File: config.mk
export PLATFORM = sky130hd
export DESIGN_NAME = divider_arbiter
export DESIGN_NICKNAME = d
export VERILOG_FILES = /design/src/rtl/divider_arbiter_pkg.sv /design/src/rtl/rr_arbiter.sv /design/src/rtl/divider_arbiter.sv
export SDC_FILE = /design/constraint.sdc
export NUM_CORES = 1
export LEC_CHECK = 0
export ABC_AREA = 1
export ABC_CLOCK_PERIOD_IN_PS = 2750
export BUFFER_PORTS_ARGS = -buffer_cell sky130_fd_sc_hd__buf_2
export CAP_MARGIN = 20
export CORE_UTILIZATION = 40
export CTS_CLUSTER_SIZE = 14
export DETAILED_ROUTE_END_ITERATION = 6
export GPL_TIMING_DRIVEN = 0
export PLACE_DENSITY = 0.72
export REMOVE_ABC_BUFFERS = 1
export SLEW_MARGIN = 10
export SYNTH_ARGS = -nofsm -noshare
export SYNTH_HDL_FRONTEND = slang
export SYNTH_HIERARCHICAL = 1
export SYNTH_SLANG_ARGS = --single-unit
File: constraint.sdc
create_clock -name clock -period 2.75 [get_ports clock]
set_clock_uncertainty 0.1 [all_clocks]
set_input_delay 0.4125 -clock clock [delete_from_list [all_inputs] [get_ports clock]]
set_output_delay 0.4125 -clock clock [all_outputs]
set_load 0.05 [all_outputs]
File: src/rtl/divider_arbiter_pkg.sv
// Shared types and widths for the divider arbiter.
// Holds the FSM state enum, the divider operand/result widths, and the RUN counter width.
package divider_arbiter_pkg;

  // Divider operand and result widths.
  localparam int unsigned AWidth   = 22;
  localparam int unsigned BWidth   = 8;
  localparam int unsigned QWidth   = 16;

  // RUN cycle counter width; TIMEOUT must fit in it.
  localparam int unsigned CntWidth = 8;

  typedef enum logic [1:0] {
    StIdle,
    StClr,
    StRun,
    StResp
  } state_e;

endpackage

File: src/rtl/rr_arbiter.sv
// Combinational round-robin picker.
// Ports:
//   i_req   : request vector, one bit per requester
//   i_last  : index of the last granted requester; search starts one above it
//   o_gnt   : one-hot grant (all zero when no request)
//   o_idx   : index of the granted requester
//   o_valid : at least one request present
module rr_arbiter
  import divider_arbiter_pkg::*;
#(
  parameter int unsigned N    = 4,
  parameter int unsigned IdxW = (N > 1) ? $clog2(N) : 1
) (
  input  logic [N-1:0]    i_req,
  input  logic [IdxW-1:0] i_last,
  output logic [N-1:0]    o_gnt,
  output logic [IdxW-1:0] o_idx,
  output logic            o_valid
);

  logic [IdxW-1:0] w_k;

  // Walk offsets 1..N from the last grant so the last grantee is checked last.
  always_comb begin
    o_gnt   = '0;
    o_idx   = '0;
    o_valid = 1'b0;
    w_k     = '0;
    for (int unsigned off = 1; off <= N; off++) begin
      w_k = IdxW'((32'(i_last) + off) % N);
      if (!o_valid && i_req[w_k]) begin
        o_valid    = 1'b1;
        o_idx      = w_k;
        o_gnt[w_k] = 1'b1;
      end
    end
  end

endmodule

File: src/rtl/divider_arbiter.sv
// Shares one external divider_22 among NREQ requesters.
// A round-robin winner is granted in IDLE, the divider is cleared for one cycle (CLR),
// run until done or timeout (RUN), and the result is returned in a one-cycle RESP pulse.
// All outputs are registered.
// Ports:
//   clock, rst_n              : clock, asynchronous active-low reset
//   i_req_valid/a/b           : per-requester request and flattened signed operands
//   o_req_ready               : one-cycle accept pulse to the winner (during CLR)
//   o_rsp_valid/q/r/err       : one-cycle result pulse to the owner, result held afterwards
//   o_busy                    : high outside IDLE
//   o_div_rst_n/start/a/b     : divider control and operands
//   i_div_done/q/r            : divider done flag and results
module divider_arbiter
  import divider_arbiter_pkg::*;
#(
  parameter int unsigned NREQ    = 4,
  parameter int unsigned TIMEOUT = 200
) (
  input  logic                   clock,
  input  logic                   rst_n,
  input  logic [NREQ-1:0]        i_req_valid,
  input  logic [NREQ*AWidth-1:0] i_req_a,
  input  logic [NREQ*BWidth-1:0] i_req_b,
  output logic [NREQ-1:0]        o_req_ready,
  output logic [NREQ-1:0]        o_rsp_valid,
  output logic [QWidth-1:0]      o_rsp_q,
  output logic [QWidth-1:0]      o_rsp_r,
  output logic                   o_rsp_err,
  output logic                   o_busy,
  output logic                   o_div_rst_n,
  output logic                   o_div_start,
  output logic [AWidth-1:0]      o_div_a,
  output logic [BWidth-1:0]      o_div_b,
  input  logic                   i_div_done,
  input  logic [QWidth-1:0]      i_div_q,
  input  logic [QWidth-1:0]      i_div_r
);

  localparam int unsigned       IdxW        = (NREQ > 1) ? $clog2(NREQ) : 1;
  localparam logic [IdxW-1:0]   LastInit    = IdxW'(NREQ - 1);
  // Exit on the cycle the counter would step to TIMEOUT.
  localparam logic [CntWidth-1:0] TimeoutLast = CntWidth'(TIMEOUT - 1);

  // Unpacked operand views.
  logic [AWidth-1:0] w_req_a [NREQ];
  logic [BWidth-1:0] w_req_b [NREQ];

  for (genvar k = 0; k < NREQ; k++) begin : g_unpack
    assign w_req_a[k] = i_req_a[k*AWidth +: AWidth];
    assign w_req_b[k] = i_req_b[k*BWidth +: BWidth];
  end

  // State registers.
  state_e              r_state;
  logic [IdxW-1:0]     r_last;
  logic [IdxW-1:0]     r_win;
  logic [CntWidth-1:0] r_cnt;
  logic [NREQ-1:0]     r_req_ready;
  logic [NREQ-1:0]     r_rsp_valid;
  logic [QWidth-1:0]   r_rsp_q;
  logic [QWidth-1:0]   r_rsp_r;
  logic                r_rsp_err;
  logic                r_busy;
  logic                r_div_rst_n;
  logic                r_div_start;
  logic [AWidth-1:0]   r_div_a;
  logic [BWidth-1:0]   r_div_b;

  // Next-state values.
  state_e              w_state_d;
  logic [IdxW-1:0]     w_last_d;
  logic [IdxW-1:0]     w_win_d;
  logic [CntWidth-1:0] w_cnt_d;
  logic [NREQ-1:0]     w_req_ready_d;
  logic [NREQ-1:0]     w_rsp_valid_d;
  logic [QWidth-1:0]   w_rsp_q_d;
  logic [QWidth-1:0]   w_rsp_r_d;
  logic                w_rsp_err_d;
  logic                w_busy_d;
  logic                w_div_rst_n_d;
  logic                w_div_start_d;
  logic [AWidth-1:0]   w_div_a_d;
  logic [BWidth-1:0]   w_div_b_d;

  // Arbiter outputs.
  logic [NREQ-1:0] w_gnt;
  logic [IdxW-1:0] w_gnt_idx;
  logic            w_gnt_valid;
  logic [NREQ-1:0] w_win_onehot;

  rr_arbiter #(
    .N    (NREQ),
    .IdxW (IdxW)
  ) u_rr_arbiter (
    .i_req   (i_req_valid),
    .i_last  (r_last),
    .o_gnt   (w_gnt),
    .o_idx   (w_gnt_idx),
    .o_valid (w_gnt_valid)
  );

  always_comb begin
    w_win_onehot        = '0;
    w_win_onehot[r_win] = 1'b1;
  end

  always_comb begin
    w_state_d     = r_state;
    w_last_d      = r_last;
    w_win_d       = r_win;
    w_cnt_d       = r_cnt;
    w_req_ready_d = '0;
    w_rsp_valid_d = '0;
    w_rsp_q_d     = r_rsp_q;
    w_rsp_r_d     = r_rsp_r;
    w_rsp_err_d   = r_rsp_err;
    w_div_rst_n_d = 1'b1;
    w_div_start_d = 1'b0;
    w_div_a_d     = r_div_a;
    w_div_b_d     = r_div_b;

    unique case (r_state)
      StIdle: begin
        if (w_gnt_valid) begin
          w_state_d     = StClr;
          w_win_d       = w_gnt_idx;
          w_last_d      = w_gnt_idx;
          w_div_a_d     = w_req_a[w_gnt_idx];
          w_div_b_d     = w_req_b[w_gnt_idx];
          // Ready pulse and divider clear both appear in the CLR cycle.
          w_req_ready_d = w_gnt;
          w_div_rst_n_d = 1'b0;
        end
      end
      StClr: begin
        if (r_div_b == '0) begin
          // Divide-by-zero never starts the divider.
          w_state_d     = StResp;
          w_rsp_valid_d = w_win_onehot;
          w_rsp_q_d     = '0;
          w_rsp_r_d     = '0;
          w_rsp_err_d   = 1'b1;
        end else begin
          w_state_d     = StRun;
          w_div_start_d = 1'b1;
          w_cnt_d       = '0;
        end
      end
      StRun: begin
        w_div_start_d = 1'b1;
        if (i_div_done) begin
          w_state_d     = StResp;
          w_div_start_d = 1'b0;
          w_rsp_valid_d = w_win_onehot;
          w_rsp_q_d     = i_div_q;
          w_rsp_r_d     = i_div_r;
          w_rsp_err_d   = 1'b0;
        end else if (r_cnt == TimeoutLast) begin
          w_state_d     = StResp;
          w_div_start_d = 1'b0;
          w_rsp_valid_d = w_win_onehot;
          w_rsp_q_d     = '0;
          w_rsp_r_d     = '0;
          w_rsp_err_d   = 1'b1;
        end else begin
          w_cnt_d = r_cnt + 1'b1;
        end
      end
      StResp: begin
        w_state_d = StIdle;
      end
      default: begin
        w_state_d = StIdle;
      end
    endcase

    w_busy_d = (w_state_d != StIdle);
  end

  always_ff @(posedge clock or negedge rst_n) begin
    if (!rst_n) begin
      r_state     <= StIdle;
      r_last      <= LastInit;
      r_win       <= '0;
      r_cnt       <= '0;
      r_req_ready <= '0;
      r_rsp_valid <= '0;
      r_rsp_q     <= '0;
      r_rsp_r     <= '0;
      r_rsp_err   <= 1'b0;
      r_busy      <= 1'b0;
      r_div_rst_n <= 1'b0;
      r_div_start <= 1'b0;
      r_div_a     <= '0;
      r_div_b     <= '0;
    end else begin
      r_state     <= w_state_d;
      r_last      <= w_last_d;
      r_win       <= w_win_d;
      r_cnt       <= w_cnt_d;
      r_req_ready <= w_req_ready_d;
      r_rsp_valid <= w_rsp_valid_d;
      r_rsp_q     <= w_rsp_q_d;
      r_rsp_r     <= w_rsp_r_d;
      r_rsp_err   <= w_rsp_err_d;
      r_busy      <= w_busy_d;
      r_div_rst_n <= w_div_rst_n_d;
      r_div_start <= w_div_start_d;
      r_div_a     <= w_div_a_d;
      r_div_b     <= w_div_b_d;
    end
  end

  assign o_req_ready = r_req_ready;
  assign o_rsp_valid = r_rsp_valid;
  assign o_rsp_q     = r_rsp_q;
  assign o_rsp_r     = r_rsp_r;
  assign o_rsp_err   = r_rsp_err;
  assign o_busy      = r_busy;
  assign o_div_rst_n = r_div_rst_n;
  assign o_div_start = r_div_start;
  assign o_div_a     = r_div_a;
  assign o_div_b     = r_div_b;

endmodule

; ---- After elaboration in Yosys (flattened, before gate mapping)
; Index checks and enable logic that the tools add are counted.
[word_totals]
reg_bits = 88
in_bits = 159
[op_classes]
n_addsub = 5
magnitude_cmp = 11
eq_ne = 9
muxes = 67
bitwise = 4
reduce_logical = 18
[op_table]
columns = operator, n
row1 = $mux W16, 4
row2 = $pmux W16 S2, 2
row3 = $bmux W22 S2, 1
row4 = $mux W22, 2
row5 = $mux W8, 5
row6 = $mux W4, 9
row7 = $mux W1, 22
row8 = $bmux W8 S2, 1
row9 = $pmux W8 S2, 1
row10 = $lt A2 B3 Y1 const B, 5
row11 = $mux W2, 7
row12 = $or A4 B4 Y4, 3
row13 = $demux W1 S2, 5
row14 = $ge A2 B1 Y1 const B, 5
row15 = $add A8 B1 Y8 const B, 1
row16 = $bmux W1 S2, 4
row17 = $eq A8 B8 Y1 const B, 1
row18 = $logic_and A1 B1 Y1, 8
row19 = $logic_not A8 Y1, 1
row20 = $ne A2 B2 Y1 const B, 4
row21 = $pmux W2 S4, 1
row22 = $pmux W4 S2, 1
row23 = $add A2 B1 Y2 const B, 2
row24 = $add A2 B2 Y2 const B, 2
row25 = other kinds (12), 17

; ---- Logic depth before layout (Yosys ltp)
[depth]
ltp_word = 17
mapped_depth = 15

; ---- Hierarchy
; Netlist, hierarchy kept.
[by_module_without_submodules]
columns = mod, n_inst, cells_per_inst, area_each_um2, seq_area_each_um2
row1 = divider_arbiter, 1, 669, 4794.6, 2204.6
row2 = rr_arbiter, 1, 81, 535.5, 0.0

; ---- Least setup slack after synthesis
; OpenSTA, ideal clock, no wires.
[synth_timing]
path_type = register -> register
from = reg r_last[0]
to = reg r_div_a[10], in the netlist o_div_a[10]
setup_time_ps = 130
arrival_time_ps = 2376
required_time_ps = 2520
path_slack_ps = 144
path_stages_with_launch = 16
n_path_buf = 3
synth_period_minus_slack_ps = 2606
cell_sequence = dfstp_2 buf_6 inv_8 ha_1 inv_2 nand3_4 nand2_4 nor2_4 buf_6 nand3_1 nand3_1 inv_1 clkbuf_1 nor2_1 o21ai_0 a31oi_1
[synth_between]
elab_chain_len = 17
word_cells_on_any_way = 31
classes_between = add/sub (4) / mux (19) / bitwise (1) / reduce/logical (7)
[synth_lines]
columns = item, line
row1 = "start, declared", divider_arbiter.sv:55  ; logic [IdxW-1:0] r_last;
row2 = "start signal, assigned", divider_arbiter.sv:183  ; r_last <= LastInit;
row3 = "start signal, assigned", divider_arbiter.sv:198  ; r_last <= w_last_d;
row4 = $add A2 B1 Y2, rr_arbiter.sv:30  ; w_k = IdxW'((32'(i_last) + off) % N);
row5 = $bmux W1 S2, rr_arbiter.sv:31  ; if (!o_valid && i_req[w_k]) begin
row6 = $mux W1 (not written as such), rr_arbiter.sv:31
row7 = $mux W1, rr_arbiter.sv:31
row8 = $logic_not A1 Y1, rr_arbiter.sv:31
row9 = $logic_and A1 B1 Y1, rr_arbiter.sv:31
row10 = $mux W1, rr_arbiter.sv:31
row11 = $logic_not A1 Y1, rr_arbiter.sv:31
row12 = $logic_and A1 B1 Y1, rr_arbiter.sv:31
row13 = $mux W1, rr_arbiter.sv:31
row14 = $logic_not A1 Y1, rr_arbiter.sv:31
row15 = $logic_and A1 B1 Y1, rr_arbiter.sv:31
row16 = $mux W2 *, rr_arbiter.sv:31
row17 = net w_gnt_idx[1], divider_arbiter.sv:87  ; logic [IdxW-1:0] w_gnt_idx;
row18 = $not A2 Y3 (not written as such) *, divider_arbiter.sv:128  ; w_div_a_d = w_req_a[w_gnt_idx];
row19 = $bmux W22 S2 *, divider_arbiter.sv:128
row20 = $mux W22 (not written as such) * (2 in series), divider_arbiter.sv:128
row21 = "end signal, assigned", divider_arbiter.sv:209  ; r_div_a <= w_div_a_d;
row22 = "end, declared", divider_arbiter.sv:66  ; logic [AWidth-1:0] r_div_a;
; Mark *: on every way through the listed nets, which the timed path passes. The rest lies on a longest branch. The select of a mux whose other input is x is not followed.
; A chain may end at the register's enable or synchronous reset.

; ---- Worst setup path after layout
[layout_timing]
from = reg r_last[0]
to = reg r_div_a[20], in the netlist o_div_a[20]
; The elaborated chain is that of the path after synthesis.

==> impl_metrics.yaml <==
worst_setup_path:
  critPathLaunchType: "flip-flop"
  crit_fanout: 7
  critPathArrivalTime_ns: 2.91
  rr_worst_depth: 15
  regToRegEndpoint: "o_div_a[20]"
  timing_worst_setup_path_type: "flip-flop to flip-flop"
  cp-end-kind: "flip-flop"
  worst_ep_required_time_ns: 2.90
  rrSetupSlack_ns: -0.02
  r2r_start: "r_last[0]"
logic_synthesis:
  synth_area_um2: 5330
  synthXorXnorAreaFrac_pct: 0.1643
  synth_top_family_by_area: "simple AND/OR/NAND/NOR gates"
  synth-adder-area-share_pct: 2.817
  synth_ff_type: "dfrtp_1"
  yosys.area_share.simple_pct: 36.57
  synth_area_per_cell_um2: 7.107
  synth_cells: 750
  synth-seq-cells: 88
  ys_types: 28
  yosysWarnings: 6
  synthArstFlopShare_pct: 100.0
  synth_mux_area_share_pct: 0
  yosysTopAreaCell: "dfrtp_1"
  synth_top_cell_area_share_pct: 40.38
  seq_area_frac_synth_pct: 41.36
  synth_area_leaders: "dfrtp_1 40%, nor2_1 15%, nand2_1 11%"
  synth_edf_count: 0
  synth_compound_area_share_pct: 11.55
hold_path:
  hold_depth: 3
  min_from: "i_req_a[71]"
  min_to: "o_div_a[5]"
  min_path_type: "input pin to flip-flop"
route:
  antenna_left: 0
  drtIter0Drc: 354
  drc_errors: 0
  drt_pre_antenna_iters: 5
  vias: 5909
  wirelength_mm: 17.72
  wl_per_cell_um: 15.12
  via_per_inst: 5.042
floorplanning:
  coreArea_um2: 12820
  pin_count: 233
  design.die.area_um2: 13790
  die_w_um: 117.4
  die-height_um: 117.4
  rows: 41
  initial_core_util_pct: 41.56
finish:
  post-route-util_pct: 59.32
  fillers: 1218
  fin_cells: 1172
  final_nets: 1166
  syn_to_final_growth_pct: 42.72
  layout_commonest_cell: "buf_2"
  drive_gt1_share_pct: 34.30
  design_area_um2: 7607
  final_cell_mix: "231 x buf_2, 195 x nor2_1, 160 x nand2_1"
  antenna_cells: 0
global_routing:
  antenna_found_initial: 1
  grt_max_degree: 61
  grt_usage_pct: 24.25
  grt_pass1_vias: 5437
  grt_pass1_wl_mm: 26.83
  grt.overflow.total: 0
clock_tree:
  cts_tree: "done"
  cts_root_buffer: "clkbuf_16"
  cts_buffers: 9
  clkLatencyLatePin_ns: 0.34
  cts_max_path_buffers: 2
  cts_sinks: 88
  clk_pin_slew_worst_paths_ns: 0.07
  htree_levels: 3
place:
  place_inst: 1110
  gp_congestion: 0.8386
  place_hpwl_mm: 10.64
  port-buffer-count: 232
  dpl_cell_area_um2: 6569
sta:
  clock.fmax_mhz: 361.5
  slew_headroom_pct: 34.13
  grt_setup_unrepaired: "yes"
  worst_pin_slew_ns: 0.9870
  fin_ws_ns: -0.01642
  finalHoldViolations: 0
  setup_violations: 2
  finalMaxSlewViolations: 0
  fin_crit_ns: 2.766
  post-route-period-util_pct: 100.6
status:
  violations: "setup timing"
  status: "complete, but fails checks"
run:
  cap_violations: 0
stage by stage:
step                setup TNS, ns  setup slack [ns]  hold slack [ns]
global route               -2.125           -0.1278           0.2782
CTS                             0         0.0001146           0.2506
global placement          -160.04            -5.218           0.3495
finish                   -0.02239          -0.01642           0.2571
floorplan                  -88.93            -2.825          0.01691
detailed placement         -40.22            -1.392           0.3534
area by class of cell:
type,instances,area [um^2],area share (%)
clock buffers,10,229.0,3.010
repair inverters,1,7.507,0.09868
multi-input cells,578,2913,38.29
repair buffers,279,1789,23.52
flip-flops and latches,88,2208,29.03
clock inverters,6,67.56,0.8882
well taps,172,215.2,2.829
inverters,38,177.7,2.336
per-layer routing:
| layer | GRT usage, % | up-vias | share of wire [%] |
|---|---|---|---|
| met5 | 0 | - | 0.073 |
| met4 | 8.117 | 2 | 3.2 |
| met3 | 4.767 | 44 | 6.8 |
| met2 | 42.64 | 247 | 49 |
| met1 | 29.48 | 2674 | 40 |
| li1 | - | 2942 | - |
critical path: stages (launching register included):
cell and delay, ns:
dfstp_4 0.66, clkinv_8 0.07, ha_4 0.32, inv_6 0.05
nand3_4 0.08, nand2_4 0.08, nor2_4 0.21, nand3_4 0.11
a21oi_4 0.16, buf_12 0.14, buf_12 0.14, buf_16 0.14
nor2_4 0.03, nor2_1 0.09, o21ai_1 0.07, a31oi_1 0.22
worst max-delay path by stage:
| stage | to | slack, ns | from | cells past startpoint |
|---|---|---|---|---|
| finish | o_div_a[20] | -0.02 | r_last[0] | 15 |
| detailed placement | o_div_a[11] | -1.39 | r_last[0] | 12 |
| CTS | o_div_b[2] | 0.0001 | r_last[0] | 13 |
| global route | o_div_a[0] | -0.13 | r_last[0] | 15 |
| global placement | o_div_a[11] | -5.22 | r_last[0] | 11 |
| floorplan | o_div_b[6] | -2.83 | r_last[0] | 11 |
flip-flops by register name, summed over array words and instances, names as in the netlist:
register	flops
o_rsp_q	16
o_rsp_r	16
r_cnt	8
r_win	2
o_div_b	8
o_busy	1
o_req_ready	4
o_div_a	22
o_rsp_valid	4
r_state	2
o_div_start	1
o_rsp_err	1
o_div_rst_n	1
r_last	2
timing repair:
action                     in CTS  in global routing
resized for setup              24                 43
setup endpoints to repair      36                 31
hold buffers                    1                  0
pin swaps                       8                 38
hold endpoints to repair        1                  0
buffers inserted               20                 15
cloned                          4                  7
cell families after synthesis:
| logic type | count (synthesis) |
|---|---|
| flip-flops | 88 |
| XOR/XNOR | 1 |
| AND/OR/NAND/NOR | 453 |
| adder cells (fa/ha/maj) | 12 |
| AO/OA/AOI/OAI | 110 |
| buffers and inverters | 86 |
synthesized netlist by cell type, drive strengths merged (4+ instances only):
cell type and count:
nand3 33, o21ai 64, nand2 170, inv 38, a31oi 30, ha 12, a21boi 4, a21oi 11
clkbuf 20, nor2 209, dfrtp 86, buf 28, nand4 39
Power is left out: the tool's default activity adds up to more than one toggle a clock period on the data nets, which glitch-free logic cannot reach.
